--- config.mk ---
export PLATFORM = sky130hd
export DESIGN_NAME = result_bcd_display
export DESIGN_NICKNAME = d
export VERILOG_FILES = /design/src/rtl/result_bcd_display_pkg.sv /design/src/rtl/result_bcd_display_seg7_decode.sv /design/src/rtl/result_bcd_display.sv
export SDC_FILE = /design/constraint.sdc
export NUM_CORES = 1
export LEC_CHECK = 0
export ABC_CLOCK_PERIOD_IN_PS = 2300
export CAP_MARGIN = 20
export CORE_AREA = 2 2 76 96
export CTS_CLUSTER_SIZE = 8
export DETAILED_ROUTE_END_ITERATION = 10
export DIE_AREA = 0 0 78 98
export PLACE_DENSITY = 0.85
export SLEW_MARGIN = 10
export SYNTH_ARGS = -nofsm -noshare
export SYNTH_HDL_FRONTEND = slang
export SYNTH_SLANG_ARGS = --single-unit
export TNS_END_PERCENT = 1
--- constraint.sdc ---
create_clock -name clk -period 2.3 [get_ports clk]
set_input_delay 0.345 -clock clk [delete_from_list [all_inputs] [get_ports clk]]
set_output_delay 0.345 -clock clk [all_outputs]
set_load 0.01 [all_outputs]
--- src/rtl/result_bcd_display_pkg.sv ---
// Shared definitions for the result display path: FSM states, digit geometry,
// segment constants and the leading-zero mask helper.
package result_bcd_display_pkg;

  typedef enum logic [1:0] {
    D_IDLE,
    D_SHIFT,
    D_DONE
  } disp_state_t;

  localparam int NUM_DIGITS = 5;
  localparam int MAG_BITS   = 15;
  localparam int BCD_BITS   = 4 * NUM_DIGITS;

  // Active-high segments, bit0 = a ... bit6 = g
  localparam logic [6:0] SEG_MINUS = 7'b1000000;

  // Scan from the most significant digit down; digit 0 is never blanked.
  function automatic logic [NUM_DIGITS-1:0] leading_zero_mask(input logic [BCD_BITS-1:0] bcd);
    logic                  run;
    logic [NUM_DIGITS-1:0] mask;
    run  = 1'b1;
    mask = '0;
    for (int i = NUM_DIGITS - 1; i >= 1; i--) begin
      if (run && (bcd[i*4 +: 4] == 4'd0)) mask[i] = 1'b1;
      else                                run     = 1'b0;
    end
    return mask;
  endfunction

endpackage

--- src/rtl/result_bcd_display_seg7_decode.sv ---
// Combinational BCD digit to active-high seven-segment pattern (bit0 = a .. bit6 = g).
// Codes above 9 produce all segments off.
module seg7_decode (
  input  logic [3:0] digit,
  output logic [6:0] seg
);

  always_comb begin
    seg = 7'b0000000;
    case (digit)
      4'd0: seg = 7'b0111111;
      4'd1: seg = 7'b0000110;
      4'd2: seg = 7'b1011011;
      4'd3: seg = 7'b1001111;
      4'd4: seg = 7'b1100110;
      4'd5: seg = 7'b1101101;
      4'd6: seg = 7'b1111101;
      4'd7: seg = 7'b0000111;
      4'd8: seg = 7'b1111111;
      4'd9: seg = 7'b1101111;
      default: seg = 7'b0000000;
    endcase
  end

endmodule

--- src/rtl/result_bcd_display.sv ---
// Sign-magnitude result to five BCD digits via a sequential double-dabble engine.
// Optional multiplexed seven-segment drive when RESULT_BCD_DISPLAY_SEVSEG_EN is defined.
module result_bcd_display
  import result_bcd_display_pkg::*;
#(
  parameter int SCAN_DIV = 1000
) (
  input  logic                  clk,
  input  logic                  nRST,
  input  logic [15:0]           result_in,
  input  logic                  complete_in,
  output logic                  busy,
  output logic                  done,
  output logic                  sign_out,
  output logic [BCD_BITS-1:0]   bcd_out,
  output logic [NUM_DIGITS-1:0] blank_mask
`ifdef RESULT_BCD_DISPLAY_SEVSEG_EN
  ,
  output logic [6:0]            seg,
  output logic [5:0]            an
`endif
);

  localparam logic [3:0] LAST_ITER = 4'(MAG_BITS - 1);

  disp_state_t           state;
  logic                  complete_q;
  logic                  trigger;
  logic [MAG_BITS-1:0]   mag_sh;
  logic [BCD_BITS-1:0]   bcd_sh;
  logic [BCD_BITS-1:0]   bcd_adj;
  logic                  sign_cap;
  logic [3:0]            iter;

  assign trigger = complete_in & ~complete_q;

  // Add-3 correction on every nibble in parallel before each shift
  for (genvar gi = 0; gi < NUM_DIGITS; gi++) begin : g_adj
    assign bcd_adj[gi*4 +: 4] = (bcd_sh[gi*4 +: 4] >= 4'd5) ? (bcd_sh[gi*4 +: 4] + 4'd3)
                                                            : bcd_sh[gi*4 +: 4];
  end

  always_ff @(posedge clk or negedge nRST) begin
    if (!nRST) begin
      state      <= D_IDLE;
      complete_q <= 1'b0;
      mag_sh     <= '0;
      bcd_sh     <= '0;
      sign_cap   <= 1'b0;
      iter       <= '0;
      busy       <= 1'b0;
      done       <= 1'b0;
      sign_out   <= 1'b0;
      bcd_out    <= '0;
      blank_mask <= 5'b11110;
    end else begin
      complete_q <= complete_in;
      done       <= 1'b0;
      case (state)
        D_IDLE: begin
          if (trigger) begin
            mag_sh   <= result_in[MAG_BITS-1:0];
            // Negative zero is shown as plain zero
            sign_cap <= result_in[15] & (|result_in[MAG_BITS-1:0]);
            bcd_sh   <= '0;
            iter     <= '0;
            busy     <= 1'b1;
            state    <= D_SHIFT;
          end
        end
        D_SHIFT: begin
          bcd_sh <= {bcd_adj[BCD_BITS-2:0], mag_sh[MAG_BITS-1]};
          mag_sh <= {mag_sh[MAG_BITS-2:0], 1'b0};
          iter   <= iter + 4'd1;
          if (iter == LAST_ITER) begin
            busy  <= 1'b0;
            state <= D_DONE;
          end
        end
        D_DONE: begin
          bcd_out    <= bcd_sh;
          blank_mask <= leading_zero_mask(bcd_sh);
          sign_out   <= sign_cap;
          done       <= 1'b1;
          state      <= D_IDLE;
        end
        default: state <= D_IDLE;
      endcase
    end
  end

`ifdef RESULT_BCD_DISPLAY_SEVSEG_EN
  localparam int CNT_W = (SCAN_DIV > 1) ? $clog2(SCAN_DIV) : 1;

  logic [CNT_W-1:0] scan_cnt;
  logic [2:0]       slot;
  logic [3:0]       slot_digit;
  logic             slot_blank;
  logic [6:0]       digit_seg;
  logic [6:0]       slot_seg;

  always_comb begin
    slot_digit = 4'd0;
    slot_blank = 1'b1;
    for (int i = 0; i < NUM_DIGITS; i++) begin
      if (slot == 3'(i)) begin
        slot_digit = bcd_out[i*4 +: 4];
        slot_blank = blank_mask[i];
      end
    end
    if (slot == 3'd5) slot_seg = sign_out ? SEG_MINUS : 7'b0000000;
    else              slot_seg = slot_blank ? 7'b0000000 : digit_seg;
  end

  seg7_decode u_seg7_decode (
    .digit (slot_digit),
    .seg   (digit_seg)
  );

  always_ff @(posedge clk or negedge nRST) begin
    if (!nRST) begin
      scan_cnt <= '0;
      slot     <= '0;
      seg      <= '0;
      an       <= '0;
    end else begin
      if (scan_cnt == CNT_W'(SCAN_DIV - 1)) begin
        scan_cnt <= '0;
        slot     <= (slot == 3'd5) ? 3'd0 : slot + 3'd1;
      end else begin
        scan_cnt <= scan_cnt + 1'b1;
      end
      an  <= 6'b000001 << slot;
      seg <= slot_seg;
    end
  end
`else
  logic unused_scan_div;
  assign unused_scan_div = (SCAN_DIV > 0);
`endif

endmodule
==> results of run 1 <==
[per-layer routing]
layer | part of all wire (%) | wire length, µm | global-route usage, %
met5 | 0 | 0 | 0
met4 | 1.7 | 111 | 7.287
met3 | 4.4 | 288 | 4.713
met2 | 51 | 3377 | 30.37
met1 | 42 | 2781 | 21.01
[sequential cells by signal, summed over array words and instances (netlist names)]
register	count
complete_q	1
blank_mask	4
state	2
mag_sh	15
sign_cap	1
bcd_out	20
bcd_sh	20
sign_out	1
done	1
iter	4
busy	1
[synthesized netlist by cell type, types with 3 or more instances]
cell,instances
dfrtp_1,66
nand2_1,39
o21ai_0,30
mux2i_1,16
ha_1,15
clkbuf_1,13
inv_1,13
mux2_2,10
o22ai_1,8
nand2b_1,7
o31ai_1,7
a21oi_1,6
a22o_1,5
a32o_1,5
xnor2_1,5
dfstp_2,4
nor2_1,4
a22oi_1,3
nor4_1,3
xor2_1,3
[critical path, cell delays in order (launching register included)]
cell,delay [ns]
dfrtp_1,0.40
inv_2,0.08
ha_4,0.12
or3b_4,0.37
or4b_4,0.49
or4b_4,0.56
o21ai_2,0.12
[through the flow]
| step | util (%) | setup WS [ns] | instance area (µm²) | instances | power (µW) |
|---|---|---|---|---|---|
| after floorplan | - | 0.08620 | 3204 | 290 | 3274 |
| after global placement | 55.75 | 0.09118 | 3795 | 420 | 3873 |
| after detailed placement | 55.75 | 0.05091 | 3795 | 420 | 3990 |
| after CTS | 58.68 | 0.01110 | 3994 | 436 | 5006 |
| after global routing | 59.06 | 0.03548 | 4020 | 437 | 5411 |
| final | 59.06 | 0.09372 | 4020 | 437 | 5049 |
[worst min-delay path by stage]
stage | from | endpoint | cells after the start | slack (ns)
after CTS | nRST | mag_sh[7] | 2 | 0.02
after detailed placement | nRST | mag_sh[12] | 2 | 0.40
after global routing | nRST | bcd_sh[17] | 2 | 0.04
after global placement | nRST | mag_sh[11] | 2 | 0.39
after floorplan | nRST | bcd_out[0] | 0 | 0.05
final | nRST | mag_sh[12] | 2 | 0.02
[cell families (layout without fill, tap and decap cells)]
kind of cell,after synthesis,in the layout,share of synthesized area [%]
compound gates,72,72,14.53
flops,70,70,54.82
simple gates,67,67,10.15
buf+inv,31,88,3.827
mux,26,26,8.512
fa+ha+maj,15,15,5.857
xor+xnor,8,8,2.187
other cells,1,1,0.1170
[final cells by class]
| type | count | area, µm² | share of cell area [%] |
|---|---|---|---|
| Timing Repair Buffer | 59 | 550.5 | 13.69 |
| Sequential cell | 70 | 1757 | 43.70 |
| Clock inverter | 6 | 61.31 | 1.525 |
| Clock buffer | 10 | 137.6 | 3.424 |
| Multi-Input combinational cell | 189 | 1353 | 33.64 |
| Tap cell | 90 | 112.6 | 2.801 |
| Inverter | 13 | 48.80 | 1.214 |
[where the power goes]
part           leakage (µW)  internal (µW)  total [µW]  switching (µW)
Clock              0.000102            526         989             463
Sequential         0.000906           1680        2020             340
Combinational      0.000774            990        2040            1050
Total               0.00178           3200        5050            1850
[timing repair]
item	in CTS	in global routing
gates resized for setup	0	6
buffers inserted	0	1
hold endpoints to repair	0	0
setup endpoints to repair	0	2
==> summary.txt, run 1 <==
Status
  • Outcome: finished, final reports clean

Timing
  • Fin crit period: between 2 and 2.5 ns
  • Slew headroom: 47.88%
  • Fmax: 0.4533 GHz
  • Max Slew Vio Count: 0
  • Endpoints failing setup: 0
  • Clk_skew: 0.008191 ns
  • Worst Hold Slack: 0.01795 ns
  • Fin Setup TNS: 0 ns
  • Tightest Pin Transition: between 0.7 and 0.8 ns
  • Tcrit/Tclk final: between 90% and 100%
  • RSZ-0062 raised after global routing: false
  • Final hold vios: 0

Setup path
  • Crit start category: register
  • FF-to-FF setup slack: ~0.094 ns
  • Critical Path AT: between 2 and 2.5 ns
  • Setup crit end kind: register
  • Crit path to: blank_mask[1]
  • Critical path startpoint: bcd_sh[16]
  • R2R Path Start: bcd_sh[16]
  • CP Data Required Time: 2.58 ns
  • Worst reg2reg path endpoint: blank_mask[1]
  • Worst r2r path cells: 6
  • Crit-path max FO: 2
  • Setup CP Type: reg -> reg

Cells and area
  • Share of cells above drive strength 1: about 16%
  • Most common cell after layout, fill and taps aside: dfrtp_1
  • FILL cells: 576
  • Synth-to-Final Area Change: 25.46%
  • Most frequent cells in the layout: 66 x dfrtp_1, 44 x clkdlybuf4s50_1, 39 x nand2_1
  • N_diodes: 0
  • Final net count: 376

Floorplanning
  • CORE AREA: 0.006807 mm²
  • Die Footprint: 0.007644 mm²
  • Initial core utilization: ~47%
  • Chip width: about 80 µm
  • Ports: 47
  • Die Ht: 98 µm
  • Row Count: 34

Detailed routing
  • DRC viols: 0
  • Iter 0 DRT Violations: 135
  • Antenna-violating nets left: 0
  • Wire per inst: between 15 and 20 µm
  • Pre-antenna DRT Iters: 4
  • Vias post-DR: 2349
  • Routed vias/inst: 5.375
  • DRT Wirelength: 6558 µm

Logic synthesis
  • Yosys warning total: 0
  • Synth top area share: 51.54%
  • Synth Register Bits: 70
  • Ys async rst share: 100.0%
  • Top_reg_cell synth: dfrtp_1
  • Net Count, Synth: 324
  • Cell variety after synth: 40
  • Biggest area consumer among synthesized cells: dfrtp_1
  • Gate Count Post-Synth: 290
  • Largest cells by area after synthesis: dfrtp_1 52%, ha_1 5.9%, mux2i_1 5.0%
  • Syn_area_per_cell: around 11 µm²
  • Post-synth EDFFs: 0
  • Syn Std Cell Area: ~0.0032 mm²
  • Register area share after synthesis: a little over half

Clock network
  • Clock slew at reported path FFs: 0.07 ns
  • Clock Sinks: 70
  • Hold Buf Count CTS: 0
  • Clock Tree Root: clkbuf_8
  • H-tree levels: 3
  • TritonCTS clock tree: built
  • Num CTS Buffers: 9
  • Clock Path Buffers: 2
  • Skew-Pair Late Insertion Delay: between 0.3 and 0.4 ns

Power
  • Static leakage: 0.001782 µW
  • PwrDens: 1256 mW/mm²
  • Worst VDD drop: 0.6526 mV

Global route
  • Vias in the first global route: 2437
  • First-pass GRT wire length: 10760 µm
  • Largest net degree at the start of global routing: 41
  • Overall Global Routing Usage: 17.71%
  • Global route overflow: 0
  • Initial antenna violation count: 0

Worst hold path
  • Worst hold-check path type: in -> async

Placed design
  • Detailed Place HPWL: 4483 µm
  • IO buf count: 45
  • Routability cong.: 0.7754

Run
  • Max_cap viols: 0
Note: power is estimated with default switching activity, not from simulation.
==> inputs of run 2 (changes only) <==
--- a/config.mk
+++ b/config.mk
@@ -12,6 +12,7 @@
 export DETAILED_ROUTE_END_ITERATION = 10
 export DIE_AREA = 0 0 78 98
 export PLACE_DENSITY = 0.85
+export SETUP_SLACK_MARGIN = 0.02
 export SLEW_MARGIN = 10
 export SYNTH_ARGS = -nofsm -noshare
 export SYNTH_HDL_FRONTEND = slang
==> summary.txt, run 2 (synthesis results as in run 1) <==
Status
  • Outcome: finished, final reports clean (unchanged)

Floorplanning
  • Chip width: 78 µm (unchanged)
  • Die Ht: 98 µm (unchanged)
  • Die Footprint: 0.007644 mm² (unchanged)
  • Ports: 47 (unchanged)
  • Row Count: 34 (unchanged)
  • CORE AREA: 0.006807 mm² (unchanged)
  • Initial core utilization: 47.08% (unchanged)

Cells and area
  • Most frequent cells in the layout: 66 x dfrtp_1, 44 x clkdlybuf4s50_1, 39 x nand2_1 (unchanged)
  • Share of cells above drive strength 1: 15.85% (unchanged)
  • Top flop regs: bcd_out (20), bcd_sh (20), mag_sh (15) (unchanged)
  • Most common cell after layout, fill and taps aside: dfrtp_1 (unchanged)
  • N_diodes: 0 (unchanged)
  • Synth-to-Final Area Change: 25.46% (unchanged)
  • Final net count: 376 (unchanged)
  • FILL cells: 576 (unchanged)

Power
  • Combinational share of power: 40.3% (about the same)
  • Reg power frac: 40.1% (about the same)
  • Switching part of the total power: 36.63% (about the same)
  • Static leakage: 0.001782 µW (unchanged)
  • Worst VDD drop: 0.6517 mV (was 0.6526 mV)
  • Cell Int Power: 3199 µW (was 3200 µW)
  • Clock share of power: 19.7% (was 19.6%)
  • PwrDens: 1256 mW/mm² (about the same)
  • P_sw: 1850 µW (was 1849 µW)

Detailed routing
  • DRC viols: 0 (unchanged)
  • Pre-antenna DRT Iters: 4 (unchanged)
  • Iter 0 DRT Violations: 144 (was 135)
  • Wire per inst: 15.02 µm (was 15.01 µm)
  • DRT Wirelength: 6563 µm (was 6558 µm)
  • Routed vias/inst: 5.384 (was 5.375)
  • Vias post-DR: 2353 (was 2349)
  • Antenna-violating nets left: 0 (unchanged)

Run
  • Max_cap viols: 0 (unchanged)

Setup path
  • Worst r2r path cells: 6 (unchanged)
  • Buf/Inv on CP: 1 (unchanged)
  • CP Data Required Time: 2.58 ns (about the same)
  • R2R Path Start: bcd_sh[16] (unchanged)
  • Crit path to: blank_mask[1] (unchanged)
  • Setup crit end kind: register (unchanged)
  • Slowest stage cell, crit path: or4b_4 (unchanged)
  • Crit-path max FO: 2 (unchanged)
  • Critical Path AT: 2.49 ns (about the same)
  • Worst path max stage delay: 0.56 ns (about the same)
  • Critical path startpoint: bcd_sh[16] (unchanged)
  • Setup CP Type: reg -> reg (unchanged)
  • Cell mode on critical path: or4b_4 (unchanged)
  • Worst reg2reg path endpoint: blank_mask[1] (unchanged)
  • Top delay family on crit path: simple AND/OR/NAND/NOR gates (unchanged)
  • FF-to-FF setup slack: 0.1 ns (was 0.09 ns)
  • CP cell instances: inv_2 -> ha_4 -> or3b_4 -> or4b_4 -> or4b_4 -> o21ai_2 (unchanged)
  • Cell count along the critical path: 6 (unchanged)
  • Crit start category: register (unchanged)

Global route
  • Vias in the first global route: 2428 (was 2437)
  • Overall Global Routing Usage: 17.77% (was 17.71%)
  • Largest net degree at the start of global routing: 41 (unchanged)
  • Global route overflow: 0 (unchanged)
  • First-pass GRT wire length: 10790 µm (was 10760 µm)
  • Initial antenna violation count: 0 (unchanged)

Timing
  • Fin crit period: 2.204 ns (was 2.206 ns)
  • Max Slew Vio Count: 0 (unchanged)
  • RSZ-0062 raised after global routing: false (unchanged)
  • Clk_skew: 0.009660 ns (was 0.008191 ns)
  • Slew headroom: 48.39% (was 47.88%)
  • Tightest Pin Transition: 0.7742 ns (was 0.7818 ns)
  • Fin Setup TNS: 0 ns (unchanged)
  • Endpoints failing setup: 0 (unchanged)
  • Fin worst setup slack: 0.09579 ns (was 0.09372 ns)
  • Final hold vios: 0 (unchanged)
  • Fmax: 0.4537 GHz (was 0.4533 GHz)
  • Tcrit/Tclk final: 95.84% (was 95.93%)

Clock network
  • TritonCTS clock tree: built (unchanged)
  • Clock slew at reported path FFs: 0.07 ns (about the same)
  • H-tree levels: 3 (unchanged)
  • Clock Path Buffers: 2 (unchanged)
  • Skew-Pair Late Insertion Delay: 0.35 ns (was 0.34 ns)
  • Hold Buf Count CTS: 0 (unchanged)
  • Num CTS Buffers: 9 (unchanged)
  • Clock Sinks: 70 (unchanged)
  • Clock Tree Root: clkbuf_8 (unchanged)

Placed design
  • DP Worst Slack: 0.05091 ns (unchanged)
  • Routability cong.: 0.7754 (unchanged)
  • Detailed Place HPWL: 4483 µm (unchanged)
  • IO buf count: 45 (unchanged)

Worst hold path
  • Worst hold-check path type: in -> async (unchanged)
==> run 2: cell counts in the layout (fill, tap and decap cells not counted) <==
No cell type changed its count.
==> run 2: timing repair <==
action | in CTS | in global routing
endpoints found under the setup margin | 1 | 2
buffers inserted | 0 | 1
pin swaps | 0 | 3
resized for setup | 1 | 5
==> run 2: worst min-delay path by stage <==
stage / start / end / slack (ns) / cells past startpoint
floorplan: nRST / bcd_out[0] / 0.05 / 0
global placement: nRST / mag_sh[11] / 0.39 / 2
detailed placement: nRST / mag_sh[12] / 0.40 / 2
CTS: nRST / mag_sh[7] / 0.02 / 2
global route: nRST / bcd_sh[17] / 0.04 / 2
finish: nRST / mag_sh[12] / 0.01 / 2
==> run 2: cell type report <==
class                   count  area (µm²)  share of cell area, %
flip-flops and latches     70        1757                  43.70
repair buffers             59       550.5                  13.69
clock buffers              10       137.6                  3.424
inverters                  13       48.80                  1.214
clock inverters             6       61.31                  1.525
multi-input cells         189        1353                  33.64
well taps                  90       112.6                  2.801
==> run 2: stage by stage <==
stage | std cells | instance area (µm²) | total power [µW] | hold WS (ns) | util, %
final | 437 | 4020 | 5049 | 0.01497 | 59.06
after global routing | 437 | 4020 | 5411 | 0.04086 | 59.06
after CTS | 436 | 3998 | 5014 | 0.02019 | 58.73
after detailed placement | 420 | 3795 | 3990 | 0.3956 | 55.75
after global placement | 420 | 3795 | 3873 | 0.3890 | 55.75
after floorplan | 290 | 3204 | 3274 | 0.04941 | -
==> run 2: power by group through the flow <==
stage	combinational, µW	clock (µW)	sequential (µW)
CTS	1990	1010	2020
detailed placement	1960	0	2030
finish	2030	993	2020
global route	2270	1050	2090
floorplan	1270	0	2000
global placement	1870	0	2010
==> run 2: per-layer routing <==
metal | vias up | GRT usage, % | share of wire (%)
met2 | 60 | 30.37 | 52
met4 | 0 | 7.422 | 1.6
li1 | 1127 | - | -
met5 | - | 0 | 0
met1 | 1155 | 21.32 | 41
met3 | 11 | 4.436 | 5.1
==> inputs of run 3 (changes only) <==
--- a/config.mk
+++ b/config.mk
@@ -7,11 +7,12 @@
 export LEC_CHECK = 0
 export ABC_CLOCK_PERIOD_IN_PS = 2300
 export CAP_MARGIN = 20
-export CORE_AREA = 2 2 76 96
+export CORE_AREA = 2 2 71 90
 export CTS_CLUSTER_SIZE = 8
 export DETAILED_ROUTE_END_ITERATION = 10
-export DIE_AREA = 0 0 78 98
-export PLACE_DENSITY = 0.85
+export DIE_AREA = 0 0 73 92
+export DONT_BUFFER_PORTS = 1
+export PLACE_DENSITY = 0.84
 export SETUP_SLACK_MARGIN = 0.02
 export SLEW_MARGIN = 10
 export SYNTH_ARGS = -nofsm -noshare
==> summary.txt, run 3 (synthesis results as in run 1) <==
Clock network
  • Clock Path Buffers: 2 (unchanged)
  • Num CTS Buffers: 9 (unchanged)
  • Clock Sinks: 70 (unchanged)
  • H-tree levels: 3 (unchanged)
  • Clock slew at reported path FFs: 0.07 ns (about the same)
  • Clock Tree Root: clkbuf_8 (unchanged)
  • Skew-Pair Late Insertion Delay: 0.35 ns (about the same)
  • TritonCTS clock tree: built (unchanged)

Detailed routing
  • DRC viols: 0 (unchanged)
  • Pre-antenna DRT Iters: 4 (unchanged)
  • DRT Wirelength: 5812 µm (was 6563 µm)
  • Iter 0 DRT Violations: 158 (was 144)
  • Vias post-DR: 2133 (was 2353)
  • Wire per inst: 15.84 µm (was 15.02 µm)
  • Antenna-violating nets left: 0 (unchanged)
  • Routed vias/inst: 5.812 (was 5.384)

Global route
  • Overall Global Routing Usage: 19.33% (was 17.77%)
  • First-pass GRT wire length: 9956 µm (was 10790 µm)
  • Largest net degree at the start of global routing: 71 (was 41)
  • Vias in the first global route: 2170 (was 2428)
  • Global route overflow: 0 (unchanged)
  • Initial antenna violation count: 0 (unchanged)

Placed design
  • IO buf count: 0 (was 45)
  • Routability cong.: 0.7822 (was 0.7754)
  • Detailed Place HPWL: 3906 µm (was 4483 µm)
  • Placed insts: 348 (was 420)

Setup path
  • Critical Path AT: 2.48 ns (was 2.49 ns)
  • CP Data Required Time: 2.58 ns (about the same)
  • Crit-path max FO: 2 (unchanged)
  • Setup crit end kind: register (unchanged)
  • Crit start category: register (unchanged)
  • Setup CP Type: reg -> reg (unchanged)

Floorplanning
  • Chip width: 73 µm (was 78 µm)
  • Initial core utilization: 53.71% (was 47.08%)
  • Ports: 47 (unchanged)
  • Die Footprint: 0.006716 mm² (was 0.007644 mm²)
  • Die Ht: 92 µm (was 98 µm)
  • Row Count: 32 (was 34)
  • CORE AREA: 0.005966 mm² (was 0.006807 mm²)

Worst hold path
  • Worst hold-check path type: in -> reg (was in -> async)

Power
  • Combinational share of power: 35.0% (was 40.3%)
  • Worst VDD drop: 0.6907 mV (was 0.6517 mV)
  • Clock share of power: 20.7% (was 19.7%)
  • Reg power frac: 44.4% (was 40.1%)
  • Switching part of the total power: 36.61% (was 36.63%)
  • P_sw: 1717 µW (was 1850 µW)
  • Cell Int Power: 2973 µW (was 3199 µW)
  • Static leakage: 0.001605 µW (was 0.001782 µW)
  • PwrDens: 1328 mW/mm² (was 1256 mW/mm²)
  • Overall Power: 4690 µW (was 5049 µW)

Cells and area
  • Synth-to-Final Area Change: 10.19% (was 25.46%)
  • Area taken by multi-input logic gates: 0.001343 mm² (was 0.001353 mm²)
  • Top flop regs: bcd_out (20), bcd_sh (20), mag_sh (15) (unchanged)
  • Register area: 0.001757 mm² (unchanged)
  • Final net count: 328 (was 376)
  • N_diodes: 0 (unchanged)
  • Most common cell after layout, fill and taps aside: dfrtp_1 (unchanged)
  • Non-filler instance count after layout: 367 (was 437)
  • Most frequent cells in the layout: 66 x dfrtp_1, 39 x nand2_1, 30 x o21ai_0 (was 66 x dfrtp_1, 44 x clkdlybuf4s50_1, 39 x nand2_1)
  • Share of cells above drive strength 1: 15.38% (was 15.85%)
  • Util after Layout: 59.19% (was 59.06%)
  • FILL cells: 485 (was 576)

Timing
  • Endpoints failing setup: 0 (unchanged)
  • Fin crit period: 2.198 ns (was 2.204 ns)
  • RSZ-0062 raised after global routing: false (unchanged)
  • Slew headroom: 46.53% (was 48.39%)
  • Clk_skew: 0.01485 ns (was 0.009660 ns)
  • Fmax: 0.4550 GHz (was 0.4537 GHz)
  • Worst Hold Slack: 0.02949 ns (was 0.01497 ns)
  • Final hold vios: 0 (unchanged)
  • Tcrit/Tclk final: 95.55% (was 95.84%)
  • Fin Setup TNS: 0 ns (unchanged)
  • Max Slew Vio Count: 0 (unchanged)
  • Tightest Pin Transition: 0.8020 ns (was 0.7742 ns)

Status
  • Outcome: finished, final reports clean (unchanged)

Run
  • Max_cap viols: 0 (unchanged)
## run 3: layer usage
layer,GRT usage [%],wire [µm]
met1,24.20,2612
met2,30.63,2806
met3,4.725,283
met4,9.722,109
met5,0,0
## run 3: through the flow
| step | instance area, µm² | setup WS [ns] |
|---|---|---|
| 2_1_floorplan | 3204 | 0.08620 |
| 3_3_place_gp | 3284 | 0.09955 |
| 3_5_place_dp | 3284 | 0.07711 |
| 4_1_cts | 3515 | 0.05752 |
| 5_1_grt | 3531 | 0.01176 |
| 6_report | 3531 | 0.1022 |
## run 3: critical path, cell delays in order (launching register included)
cell,delay [ns]
dfrtp_1,0.38
inv_1,0.08
ha_2,0.17
or3b_4,0.38
or4b_4,0.49
or4b_4,0.51
o21ai_2,0.14
## run 3: cell type report
cell class              count  area share (%)
multi-input cells         189           38.02
clock inverters             4           1.347
repair buffers             11           2.977
flip-flops and latches     70           49.75
well taps                  68           2.410
clock buffers              12           4.111
inverters                  13           1.382
## run 3: power by group through the flow
stage                     Clock (µW)  Combinational (µW)  Sequential (µW)
final                            970                1640             2080
after global routing            1050                1870             2150
after CTS                        989                1640             2080
after detailed placement           0                1600             2100
after global placement             0                1510             2080
after floorplan                    0                1270             2000
## run 3: path summary, 6_finish.rpt
kind | to | depth (start not counted) | start | slack, ns
max in group asynchronous | blank_mask[3] | 2 | nRST | 1.45
min in group asynchronous | bcd_out[6] | 2 | nRST | 0.53
worst max register to register | blank_mask[1] | 6 | bcd_sh[16] | 0.10
worst min register to register | mag_sh[1] | 2 | mag_sh[1] | 0.49
worst min-delay path | complete_q | 0 | complete_in | 0.03
worst max-delay path | blank_mask[1] | 6 | bcd_sh[16] | 0.10
## run 3: repair_timing
action / CTS / global route
hold buffers: 2 / 0
hold endpoints to repair: 70 / 0
setup endpoints to repair: 0 / 2
buffers inserted: 0 / 1
gates resized for setup: 0 / 3
